**src/rtl/mc_pkg.sv**
```systemverilog
// mc_pkg: shared definitions for the multicycle RV32I controller.
//   state_t        controller FSM states
//   OP_*           RV32I major opcodes recognised by the controller
//   SRC_A_*/SRC_B_*/ALU_*/IMM_*/RES_*  datapath select encodings, shared
//                  with the datapath so both sides agree on mux ordering
//   decode_next()  DECODE-state dispatch from opcode to the first execute state
package mc_pkg;

  typedef enum logic [4:0] {
    IDLE,
    FETCH,
    DECODE,
    EXEC_R,
    EXEC_I,
    LUI,
    AUIPC,
    ALU_WB,
    MEM_ADDR,
    MEM_READ,
    MEM_WB,
    MEM_WRITE,
    BRANCH,
    JAL,
    JALR,
    JALR_PC,
    LINK,
    TRAP
  } state_t;

  localparam logic [6:0] OP_R      = 7'b0110011;
  localparam logic [6:0] OP_IMM    = 7'b0010011;
  localparam logic [6:0] OP_LOAD   = 7'b0000011;
  localparam logic [6:0] OP_STORE  = 7'b0100011;
  localparam logic [6:0] OP_BRANCH = 7'b1100011;
  localparam logic [6:0] OP_JAL    = 7'b1101111;
  localparam logic [6:0] OP_JALR   = 7'b1100111;
  localparam logic [6:0] OP_LUI    = 7'b0110111;
  localparam logic [6:0] OP_AUIPC  = 7'b0010111;

  localparam logic [1:0] SRC_A_PC     = 2'b00;
  localparam logic [1:0] SRC_A_OLD_PC = 2'b01;
  localparam logic [1:0] SRC_A_RS1    = 2'b10;
  localparam logic [1:0] SRC_A_ZERO   = 2'b11;

  localparam logic [1:0] SRC_B_RS2  = 2'b00;
  localparam logic [1:0] SRC_B_IMM  = 2'b01;
  localparam logic [1:0] SRC_B_FOUR = 2'b10;

  localparam logic [1:0] ALU_ADD   = 2'b00;
  localparam logic [1:0] ALU_SUB   = 2'b01;
  localparam logic [1:0] ALU_FUNCT = 2'b10;

  localparam logic [2:0] IMM_I = 3'b000;
  localparam logic [2:0] IMM_S = 3'b001;
  localparam logic [2:0] IMM_B = 3'b010;
  localparam logic [2:0] IMM_U = 3'b011;
  localparam logic [2:0] IMM_J = 3'b100;

  localparam logic [1:0] RES_ALU_OUT = 2'b00;
  localparam logic [1:0] RES_MEM     = 2'b01;
  localparam logic [1:0] RES_ALU     = 2'b10;

  function automatic state_t decode_next(input logic [6:0] opcode);
    case (opcode)
      OP_R:                decode_next = EXEC_R;
      OP_IMM:              decode_next = EXEC_I;
      OP_LOAD, OP_STORE:   decode_next = MEM_ADDR;
      OP_BRANCH:           decode_next = BRANCH;
      OP_JAL:              decode_next = JAL;
      OP_JALR:             decode_next = JALR;
      OP_LUI:              decode_next = LUI;
      OP_AUIPC:            decode_next = AUIPC;
      default:             decode_next = TRAP;
    endcase
  endfunction

endpackage

```
**src/rtl/mc_output_decode.sv**
```systemverilog
// mc_output_decode: combinational state-to-control decode.
//   state         current controller state
//   opcode        instruction register opcode (selects imm format in DECODE/MEM_ADDR)
//   mem_ready     memory handshake; only looked at in states issuing mem_req
//   branch_taken  comparator result, only looked at in BRANCH
//   outputs       datapath selects, ALU op class, immediate format, enables, retire
module mc_output_decode
  import mc_pkg::*;
(
  input  state_t     state,
  input  logic [6:0] opcode,
  input  logic       mem_ready,
  input  logic       branch_taken,
  output logic       mem_req,
  output logic       mem_we,
  output logic       adr_src,
  output logic       ir_write,
  output logic       pc_write,
  output logic       reg_write,
  output logic [1:0] alu_src_a,
  output logic [1:0] alu_src_b,
  output logic [1:0] alu_op,
  output logic [2:0] imm_src,
  output logic [1:0] result_src,
  output logic       retire
);

  always_comb begin
    mem_req    = 1'b0;
    mem_we     = 1'b0;
    adr_src    = 1'b0;
    ir_write   = 1'b0;
    pc_write   = 1'b0;
    reg_write  = 1'b0;
    alu_src_a  = '0;
    alu_src_b  = '0;
    alu_op     = '0;
    imm_src    = '0;
    result_src = '0;
    retire     = 1'b0;

    case (state)
      FETCH: begin
        mem_req    = 1'b1;
        alu_src_a  = SRC_A_PC;
        alu_src_b  = SRC_B_FOUR;
        alu_op     = ALU_ADD;
        result_src = RES_ALU;
        // Instruction and PC+4 are captured only in the cycle memory completes.
        ir_write   = mem_ready;
        pc_write   = mem_ready;
      end
      DECODE: begin
        // Branch/jump target is precomputed here into alu_out.
        alu_src_a = SRC_A_OLD_PC;
        alu_src_b = SRC_B_IMM;
        alu_op    = ALU_ADD;
        imm_src   = (opcode == OP_JAL) ? IMM_J : IMM_B;
      end
      EXEC_R: begin
        alu_src_a = SRC_A_RS1;
        alu_src_b = SRC_B_RS2;
        alu_op    = ALU_FUNCT;
      end
      EXEC_I: begin
        alu_src_a = SRC_A_RS1;
        alu_src_b = SRC_B_IMM;
        imm_src   = IMM_I;
        alu_op    = ALU_FUNCT;
      end
      LUI: begin
        alu_src_a = SRC_A_ZERO;
        alu_src_b = SRC_B_IMM;
        imm_src   = IMM_U;
      end
      AUIPC: begin
        alu_src_a = SRC_A_OLD_PC;
        alu_src_b = SRC_B_IMM;
        imm_src   = IMM_U;
      end
      ALU_WB, LINK: begin
        reg_write  = 1'b1;
        result_src = RES_ALU_OUT;
        retire     = 1'b1;
      end
      MEM_ADDR: begin
        alu_src_a = SRC_A_RS1;
        alu_src_b = SRC_B_IMM;
        imm_src   = (opcode == OP_STORE) ? IMM_S : IMM_I;
      end
      MEM_READ: begin
        mem_req = 1'b1;
        adr_src = 1'b1;
      end
      MEM_WB: begin
        reg_write  = 1'b1;
        result_src = RES_MEM;
        retire     = 1'b1;
      end
      MEM_WRITE: begin
        mem_req = 1'b1;
        mem_we  = 1'b1;
        adr_src = 1'b1;
        retire  = mem_ready;
      end
      BRANCH: begin
        alu_src_a  = SRC_A_RS1;
        alu_src_b  = SRC_B_RS2;
        alu_op     = ALU_SUB;
        result_src = RES_ALU_OUT;
        pc_write   = branch_taken;
        retire     = 1'b1;
      end
      JAL, JALR_PC: begin
        // PC takes the target from alu_out while the ALU forms old_pc+4 for the link.
        pc_write   = 1'b1;
        result_src = RES_ALU_OUT;
        alu_src_a  = SRC_A_OLD_PC;
        alu_src_b  = SRC_B_FOUR;
      end
      JALR: begin
        alu_src_a = SRC_A_RS1;
        alu_src_b = SRC_B_IMM;
        imm_src   = IMM_I;
      end
      default: ;
    endcase
  end

endmodule

```
**src/rtl/multicycle_controller.sv**
```systemverilog
// multicycle_controller: FSM sequencing a shared-ALU, single-memory RV32I
// multicycle datapath (fetch, decode, execute, memory, writeback).
//   clk, rst      clock (rising edge), asynchronous active-high reset
//   opcode, func3 instruction register fields
//   branch_taken  comparator result for the current branch
//   mem_ready     memory completes the current request this cycle
//   mem_req/mem_we/adr_src           memory request controls
//   ir_write/pc_write/reg_write      state-element write enables
//   alu_src_a/alu_src_b/alu_op/imm_src/result_src  datapath selects
//   retire        pulse in the final cycle of each instruction
//   illegal       sticky unsupported-opcode flag, cleared only by reset
module multicycle_controller
  import mc_pkg::*;
#(
  parameter bit RESET_IDLE = 1'b1
) (
  input  logic       clk,
  input  logic       rst,
  input  logic [6:0] opcode,
  input  logic [2:0] func3,
  input  logic       branch_taken,
  input  logic       mem_ready,
  output logic       mem_req,
  output logic       mem_we,
  output logic       adr_src,
  output logic       ir_write,
  output logic       pc_write,
  output logic       reg_write,
  output logic [1:0] alu_src_a,
  output logic [1:0] alu_src_b,
  output logic [1:0] alu_op,
  output logic [2:0] imm_src,
  output logic [1:0] result_src,
  output logic       retire,
  output logic       illegal
);

  localparam state_t RESET_STATE = RESET_IDLE ? IDLE : FETCH;

  state_t state_q;
  state_t state_n;
  logic   illegal_q;

  // func3 is carried for datapath-side width/sign selection; sequencing never needs it.
  logic unused_func3;
  assign unused_func3 = ^func3;

  always_ff @(posedge clk or posedge rst) begin
    if (rst) begin
      state_q   <= RESET_STATE;
      illegal_q <= 1'b0;
    end else begin
      state_q <= state_n;
      if (state_n == TRAP)
        illegal_q <= 1'b1;
    end
  end

  always_comb begin
    state_n = state_q;
    case (state_q)
      IDLE:      state_n = FETCH;
      FETCH:     if (mem_ready) state_n = DECODE;
      DECODE:    state_n = decode_next(opcode);
      EXEC_R,
      EXEC_I,
      LUI,
      AUIPC:     state_n = ALU_WB;
      ALU_WB:    state_n = FETCH;
      MEM_ADDR:  state_n = (opcode == OP_LOAD) ? MEM_READ : MEM_WRITE;
      MEM_READ:  if (mem_ready) state_n = MEM_WB;
      MEM_WB:    state_n = FETCH;
      MEM_WRITE: if (mem_ready) state_n = FETCH;
      BRANCH:    state_n = FETCH;
      JAL:       state_n = LINK;
      JALR:      state_n = JALR_PC;
      JALR_PC:   state_n = LINK;
      LINK:      state_n = FETCH;
      TRAP:      state_n = TRAP;
      default:   state_n = RESET_STATE;
    endcase
  end

  assign illegal = illegal_q;

  mc_output_decode u_decode (
    .state        (state_q),
    .opcode       (opcode),
    .mem_ready    (mem_ready),
    .branch_taken (branch_taken),
    .mem_req      (mem_req),
    .mem_we       (mem_we),
    .adr_src      (adr_src),
    .ir_write     (ir_write),
    .pc_write     (pc_write),
    .reg_write    (reg_write),
    .alu_src_a    (alu_src_a),
    .alu_src_b    (alu_src_b),
    .alu_op       (alu_op),
    .imm_src      (imm_src),
    .result_src   (result_src),
    .retire       (retire)
  );

endmodule

```
**config.mk**
```make
export PLATFORM = sky130hd
export DESIGN_NAME = multicycle_controller
export DESIGN_NICKNAME = d
export VERILOG_FILES = /design/src/rtl/mc_pkg.sv /design/src/rtl/mc_output_decode.sv /design/src/rtl/multicycle_controller.sv
export SDC_FILE = /design/constraint.sdc
export NUM_CORES = 1
export LEC_CHECK = 0
export BUFFER_PORTS_ARGS = -buffer_cell sky130_fd_sc_hd__buf_2
export CAP_MARGIN = 20
export CORE_MARGIN = 2
export CORE_UTILIZATION = 30
export CTS_BUF_LIST = sky130_fd_sc_hd__clkbuf_4
export CTS_CLUSTER_DIAMETER = 120
export CTS_CLUSTER_SIZE = 10
export DETAILED_ROUTE_END_ITERATION = 7
export SYNTH_ARGS = -nofsm -noshare
export SYNTH_HDL_FRONTEND = slang
export SYNTH_SLANG_ARGS = --single-unit
```
**constraint.sdc**
```tcl
create_clock -name clk -period 4.1 [get_ports clk]
set_clock_uncertainty 0.15 [all_clocks]
set_input_delay 0.615 -clock clk [delete_from_list [all_inputs] [get_ports clk]]
set_output_delay 0.615 -clock clk [all_outputs]
set_load 0.05 [all_outputs]
```
==> impl_results.md, run 1 <==
* Share of the synthesized area in the top cell type at 17.0%
* Outcome: complete, no violations
* Final Net Count at 165
* Peak VDD IR at 544 uV
* Clk pin slew, worst setup/hold paths at 0.04 ns
* Multi-input gate area at 647 um2
* Filler cells at 313
* Final GP Congestion at 0.824
* Clock buffer depth at 2
* FF/Latch Area at 150 um2
* Slew @ Worst Pin at 0.747 ns
* DR iter-0 viols at 39
* WL per Instance at 14.0 um
* IO buf count at 29
* Layout cells sized above 1 at 25.5%
* Clock root buffer: clkbuf_4
* Reg2reg setup slack at 2.04 ns
* Final TNS setup at 0 ns
* RSZ-0062 raised after global routing: no
* Drt drc at 0
* Mapped Cells at 128
* Cell variety after synth at 46
* Setup WS post-layout at 1.03 ns
* Area leader, netlist: dfrtp_1
* Skew-Pair Late Insertion Delay at 0.24 ns
* Mean Syn Cell Area at 6.90 um2
* Max Cap Violations at 0
* H-tree depth at 1
* First-pass GRT wire length at 4150 um
* R2r endpoint: state_q[1]
* Pwr dens at 831 nW/um2
* Slew HR at 50.2%
* Origin of the critical flop-to-flop path: state_q[2]
* Reg power frac at 20.3%
* Antenna diodes at 0
* First drt pass iteration count at 4
* Fin crit share at 74.9%
* Post-DP HPWL at 1820 um
* Register area share after synthesis at 17.0%
* Via count at 1027
* Static leakage at 0.449 nW
* TritonCTS Buffers at 3
* Critical Path RT at 3.34 ns
* Die height at 58.3 um
* Place WS at 1.31 ns
* Initial antenna violation count at 0
* Final count of negative-setup-slack endpoints at 0
* Worst Hold Class: primary input to async pin
* Worst r2r path cells at 4
* Row Count at 19
* Ys async rst share at 100%
* Crit path capture type: output pin
* Die X-Extent at 58.3 um
* Largest fanout on the critical path at 20
* CTS tree: yes
* I/O pin count at 33
* Vias in the first global route at 930
* All-Layer GR Usage at 15.4%
* Cell area after synthesis at 883 um2
* Syn nets at 142
* Worst EP arrival at 2.30 ns
* CTS resizes at 0
* Comb pwr share at 73.5%
* Net Sw Frac at 65.3%
* Worst setup SP type: flip-flop
* Final WL at 2520 um
* Via density per instance at 5.71
* CTS sink count at 6
* Max frequency at 326 MHz
* Top_reg_cell synth: dfrtp_1
* Starting Density at 31.8%
* Top cells by count, synth: 12 x a21oi_1, 12 x nor2_1, 9 x buf_2, 9 x inv_1
* Clock network fraction of total power at 6.2%
* Hold Buf Count CTS at 0
* Die area at 3390 um2
* Area Growth Syn to Fin at 17.4%
* Kind of critical path: flip-flop to output pin
* Number of flops mapped to enable cells by yosys at 0
* Gr ovfl total at 0
* Internal power at 0.299 mW
* Final slew viol count at 0
* Post-CTS Setup Inserts at 0
* Minimum clock period at 3.07 ns
* Flops & latches, synth at 6
* Final hold violation count at 0
* P_sw at 0.563 mW
* Largest net degree at the start of global routing at 23
* Core area at 2780 um2
* Post-DRT Antenna Nets at 0
* Most area-consuming cells after synthesis: dfrtp_1 17%, a21oi_1 6.8%, nand2b_1 5.7%, buf_2 5.1%, nor2_1 5.1%
* Count of warnings emitted by yosys at 0
==> sequential cells by signal, indices dropped and copies added (netlist names) <==
register	flops
state_q	5
illegal	1
==> power by group through the flow <==
stage	clock, mW	sequential, mW	combinational, mW
after floorplan	0	0.0853	0.606
after global placement	0	0.171	0.627
after detailed placement	0	0.173	0.635
after CTS	0.0571	0.172	0.637
after global routing	0.0613	0.184	0.685
final	0.0531	0.175	0.634
==> worst max-delay path, stage by stage (launching register included) <==
cell and delay [ns]:
dfrtp_1 0.59, nand2b_1 0.42, or4_4 0.51, o31ai_2 0.23, buf_2 0.30
==> layout by cell type (no fill, tap or decap), types with 4 or more instances in the layout <==
| cell | count |
|---|---|
| dfrtp_1 | 6 |
| buf_2 | 29 |
| nand2_1 | 8 |
| nor2_1 | 12 |
| nor3_1 | 4 |
| a21oi_1 | 12 |
| o21ai_0 | 8 |
| o22ai_1 | 5 |
| inv_1 | 9 |
| nand2b_1 | 8 |
==> kinds of logic (layout without fill, tap and decap cells) <==
| logic type | Yosys count | in the layout | share of synthesized area, % |
|---|---|---|---|
| buffers and inverters | 20 | 41 | 9.77 |
| flip-flops | 6 | 6 | 17.0 |
| AND/OR/NAND/NOR | 54 | 54 | 36.5 |
| XOR/XNOR | 2 | 2 | 1.98 |
| AO/OA/AOI/OAI | 46 | 46 | 34.7 |
==> cell type report <==
class	instances	share of cell area, %
Multi-Input combinational cell	102	62.4
Sequential cell	6	14.5
Timing Repair Buffer	29	14.0
Tap cell	31	3.74
Inverter	9	3.26
Clock buffer	3	2.17
==> routing by layer <==
| layer | wire length [um] | GRT usage (%) | vias to the layer above |
|---|---|---|---|
| li1 | - | - | 520 |
| met1 | 1280 | 21.6 | 479 |
| met2 | 1120 | 24.2 | 28 |
| met3 | 126 | 4.24 | 0 |
| met4 | 0 | 1.99 | 0 |
| met5 | 0 | 0 | - |
==> worst max-delay path by stage <==
stage	startpoint	end	slack (ns)	cells after the start
5_1_grt	state_q[2]	imm_src[0]	0.88	4
3_3_place_gp	state_q[2]	imm_src[0]	1.33	4
3_5_place_dp	state_q[2]	imm_src[0]	1.31	4
6_report	state_q[2]	imm_src[0]	1.03	4
4_1_cts	state_q[2]	imm_src[0]	1.03	4
2_1_floorplan	state_q[2]	imm_src[2]	0.85	4
==> per-stage QoR <==
step / utilization, % / hold slack [ns] / power, mW / instances / instance area (um2)
2_1_floorplan: - / 0.256 / 0.691 / 128 / 883
3_3_place_gp: 36.5 / 0.347 / 0.798 / 177 / 1010
3_5_place_dp: 36.5 / 0.341 / 0.808 / 177 / 1010
4_1_cts: 37.3 / 0.119 / 0.866 / 180 / 1040
5_1_grt: 37.3 / 0.130 / 0.931 / 180 / 1040
6_report: 37.3 / 0.126 / 0.862 / 180 / 1040
No activity file was read; power rests on OpenSTA's default activity.
==> run 2: changes to the inputs <==
- clock period: 4.1 -> 3 ns (I/O delays scaled with it)
==> run 2 against run 1 <==
  * Critical path type unchanged
  * Sequential power about the same
  * Critical endpoint is now imm_src[2]
  * Sequential share of layout area down 0.71 points
  * Worst hold slack gained 0.21 ns
  * Highest routed layer unchanged
  * Combinational power grew 53%
  * Utilization up 1.9 points
==> impl_results.md, run 2 (same netlist as run 1, synthesis figures left out) <==
* Starting Density at 31.8% (unchanged)
* Origin of the critical flop-to-flop path: state_q[1] (was state_q[2])
* FF/Latch Area at 150 um2 (unchanged)
* Minimum clock period at 2.64 ns
* Detail Route met2 WL at 1140 um (was 1120 um)
* Via count at 1053 (was 1027)
* Die height at 58.3 um (unchanged)
* IO buf count at 29 (unchanged)
* Multi-input gate area at 653 um2 (was 647 um2)
* R2r endpoint: state_q[3] (was state_q[1])
* Peak VDD IR at 872 uV (was 544 uV)
* Final TNS setup at 0 ns (unchanged)
* Max FFs per register at 5 (unchanged)
* Via density per instance at 5.66 (was 5.71)
* Final GP Congestion at 0.821 (was 0.824)
* CTS resizes at 0 (unchanged)
* Reg2reg setup slack at 1.05 ns (was 2.04 ns)
* Layout cells sized above 1 at 28.4% (was 25.5%)
* H-tree depth at 1 (unchanged)
* Kind of critical path: flip-flop to output pin (unchanged)
* Gr ovfl total at 0 (unchanged)
* Hold Buf Count CTS at 1 (was 0)
* Biggest register: state_q (unchanged)
* Slew @ Worst Pin at 0.637 ns (was 0.747 ns)
* Static leakage at 0.477 nW (was 0.449 nW)
* Die X-Extent at 58.3 um (unchanged)
* Wire length on met1 at 1270 um (was 1280 um)
* Max frequency at 379 MHz
* RSZ-0062 raised after global routing: no (unchanged)
* First drt pass iteration count at 5 (was 4)
* Post-DP HPWL at 1920 um (was 1820 um)
* Die area at 3390 um2 (unchanged)
* TritonCTS Buffers at 3 (unchanged)
* Area Growth Syn to Fin at 23.5% (was 17.4%)
* Worst setup SP type: flip-flop (unchanged)
* Hold_ws at 0.340 ns (was 0.126 ns)
* DR iter-0 viols at 77 (was 39)
* WL per Instance at 13.5 um (was 14.0 um)
* Worst EP arrival at 2.04 ns (was 2.30 ns)
* Drt drc at 0 (unchanged)
* DR top layer: met3 (unchanged)
* I/O pin count at 33 (unchanged)
* Largest fanout on the critical path at 15 (was 20)
* Most common cell after layout, fill and taps aside: buf_2 (unchanged)
* Worst Hold Class: flip-flop to flip-flop (was primary input to async pin)
* Worst hold stages at 2
* Max Cap Violations at 0 (unchanged)
* Slew HR at 57.5% (was 50.2%)
* Post-CTS Setup Inserts at 0 (unchanged)
* Largest net degree at the start of global routing at 20 (was 23)
* Hold_sp: illegal
* Outcome: complete, no violations (unchanged)
* Final slew viol count at 0 (unchanged)
* Worst-case hold path end point: illegal
* Final count of negative-setup-slack endpoints at 0 (unchanged)
* Critical Path RT at 2.40 ns (was 3.34 ns)
* Most frequent cells in the layout: 29 x buf_2, 12 x a21oi_1, 12 x nor2_1, 9 x inv_1 (unchanged)
* Pwr dens at 1110 nW/um2 (was 831 nW/um2)
* Worst r2r path cells at 5 (was 4)
* Vias in the first global route at 997 (was 930)
* First-pass GRT wire length at 4480 um (was 4150 um)
* Clk pin slew, worst setup/hold paths at 0.04 ns (about the same)
* All-Layer GR Usage at 16.4% (was 15.4%)
* Clock root buffer: clkbuf_4 (unchanged)
* Core area at 2780 um2 (unchanged)
* Post-DRT Antenna Nets at 0 (unchanged)
* CTS tree: yes (unchanged)
* Final WL at 2520 um (about the same)
* Final core utilization at 39.2% (was 37.3%)
* Final Net Count at 171 (was 165)
* WL met3 at 113 um (was 126 um)
* CTS sink count at 6 (unchanged)
* Filler cells at 312 (was 313)
* Row Count at 19 (unchanged)
* Overall Power at 1.22 mW (was 0.862 mW)
* Final hold violation count at 0 (unchanged)
* Skew-Pair Late Insertion Delay at 0.23 ns (was 0.24 ns)
* Clock buffer depth at 2 (unchanged)
* Fin crit share at 87.9%
* Crit path capture type: output pin (unchanged)
* Antenna diodes at 0 (unchanged)
* Initial antenna violation count at 0 (unchanged)
run 2: critical path, cell delays in order (launching register included):
cell      delay, ns
dfrtp_1        0.56
nor2_1         0.39
nand3b_1       0.23
nor4_2         0.31
buf_2          0.31
run 2: metal layers:
layer | up-vias | global-route usage, %
met5 | - | 0
met4 | 0 | 3.65
met3 | 0 | 2.68
met2 | 35 | 24.9
met1 | 486 | 24.1
li1 | 532 | -
run 2: cell type report:
cell class                      instances  share of cell area, %
Clock buffer                            3                   2.06
Inverter                                9                   3.10
Multi-Input combinational cell        102                   59.9
Sequential cell                         6                   13.8
Tap cell                               31                   3.56
Timing Repair Buffer                   35                   17.7
run 2: where the power goes:
part           internal [mW]  leakage, nW  total [mW]  switching (mW)
registers              0.105       0.0699       0.178          0.0733
clock network         0.0449       0.0138      0.0688          0.0240
logic                  0.292        0.393       0.969           0.676
run 2: worst max-delay path by stage:
stage / startpoint / end / slack, ns / cells past startpoint
after global placement: state_q[3] / imm_src[2] / 0.61 / 4
after global routing: state_q[3] / imm_src[2] / 0.25 / 4
final: state_q[3] / imm_src[2] / 0.36 / 4
after CTS: state_q[3] / imm_src[2] / 0.38 / 4
after floorplan: state_q[0] / alu_op[0] / 0.13 / 3
after detailed placement: state_q[1] / imm_src[0] / 0.65 / 3
run 2: stage by stage:
step	instances	setup slack [ns]	instance area, um2
3_3_place_gp	182	0.613	1060
6_report	186	0.362	1090
5_1_grt	186	0.245	1090
3_5_place_dp	182	0.650	1060
4_1_cts	186	0.376	1090
2_1_floorplan	128	0.128	890
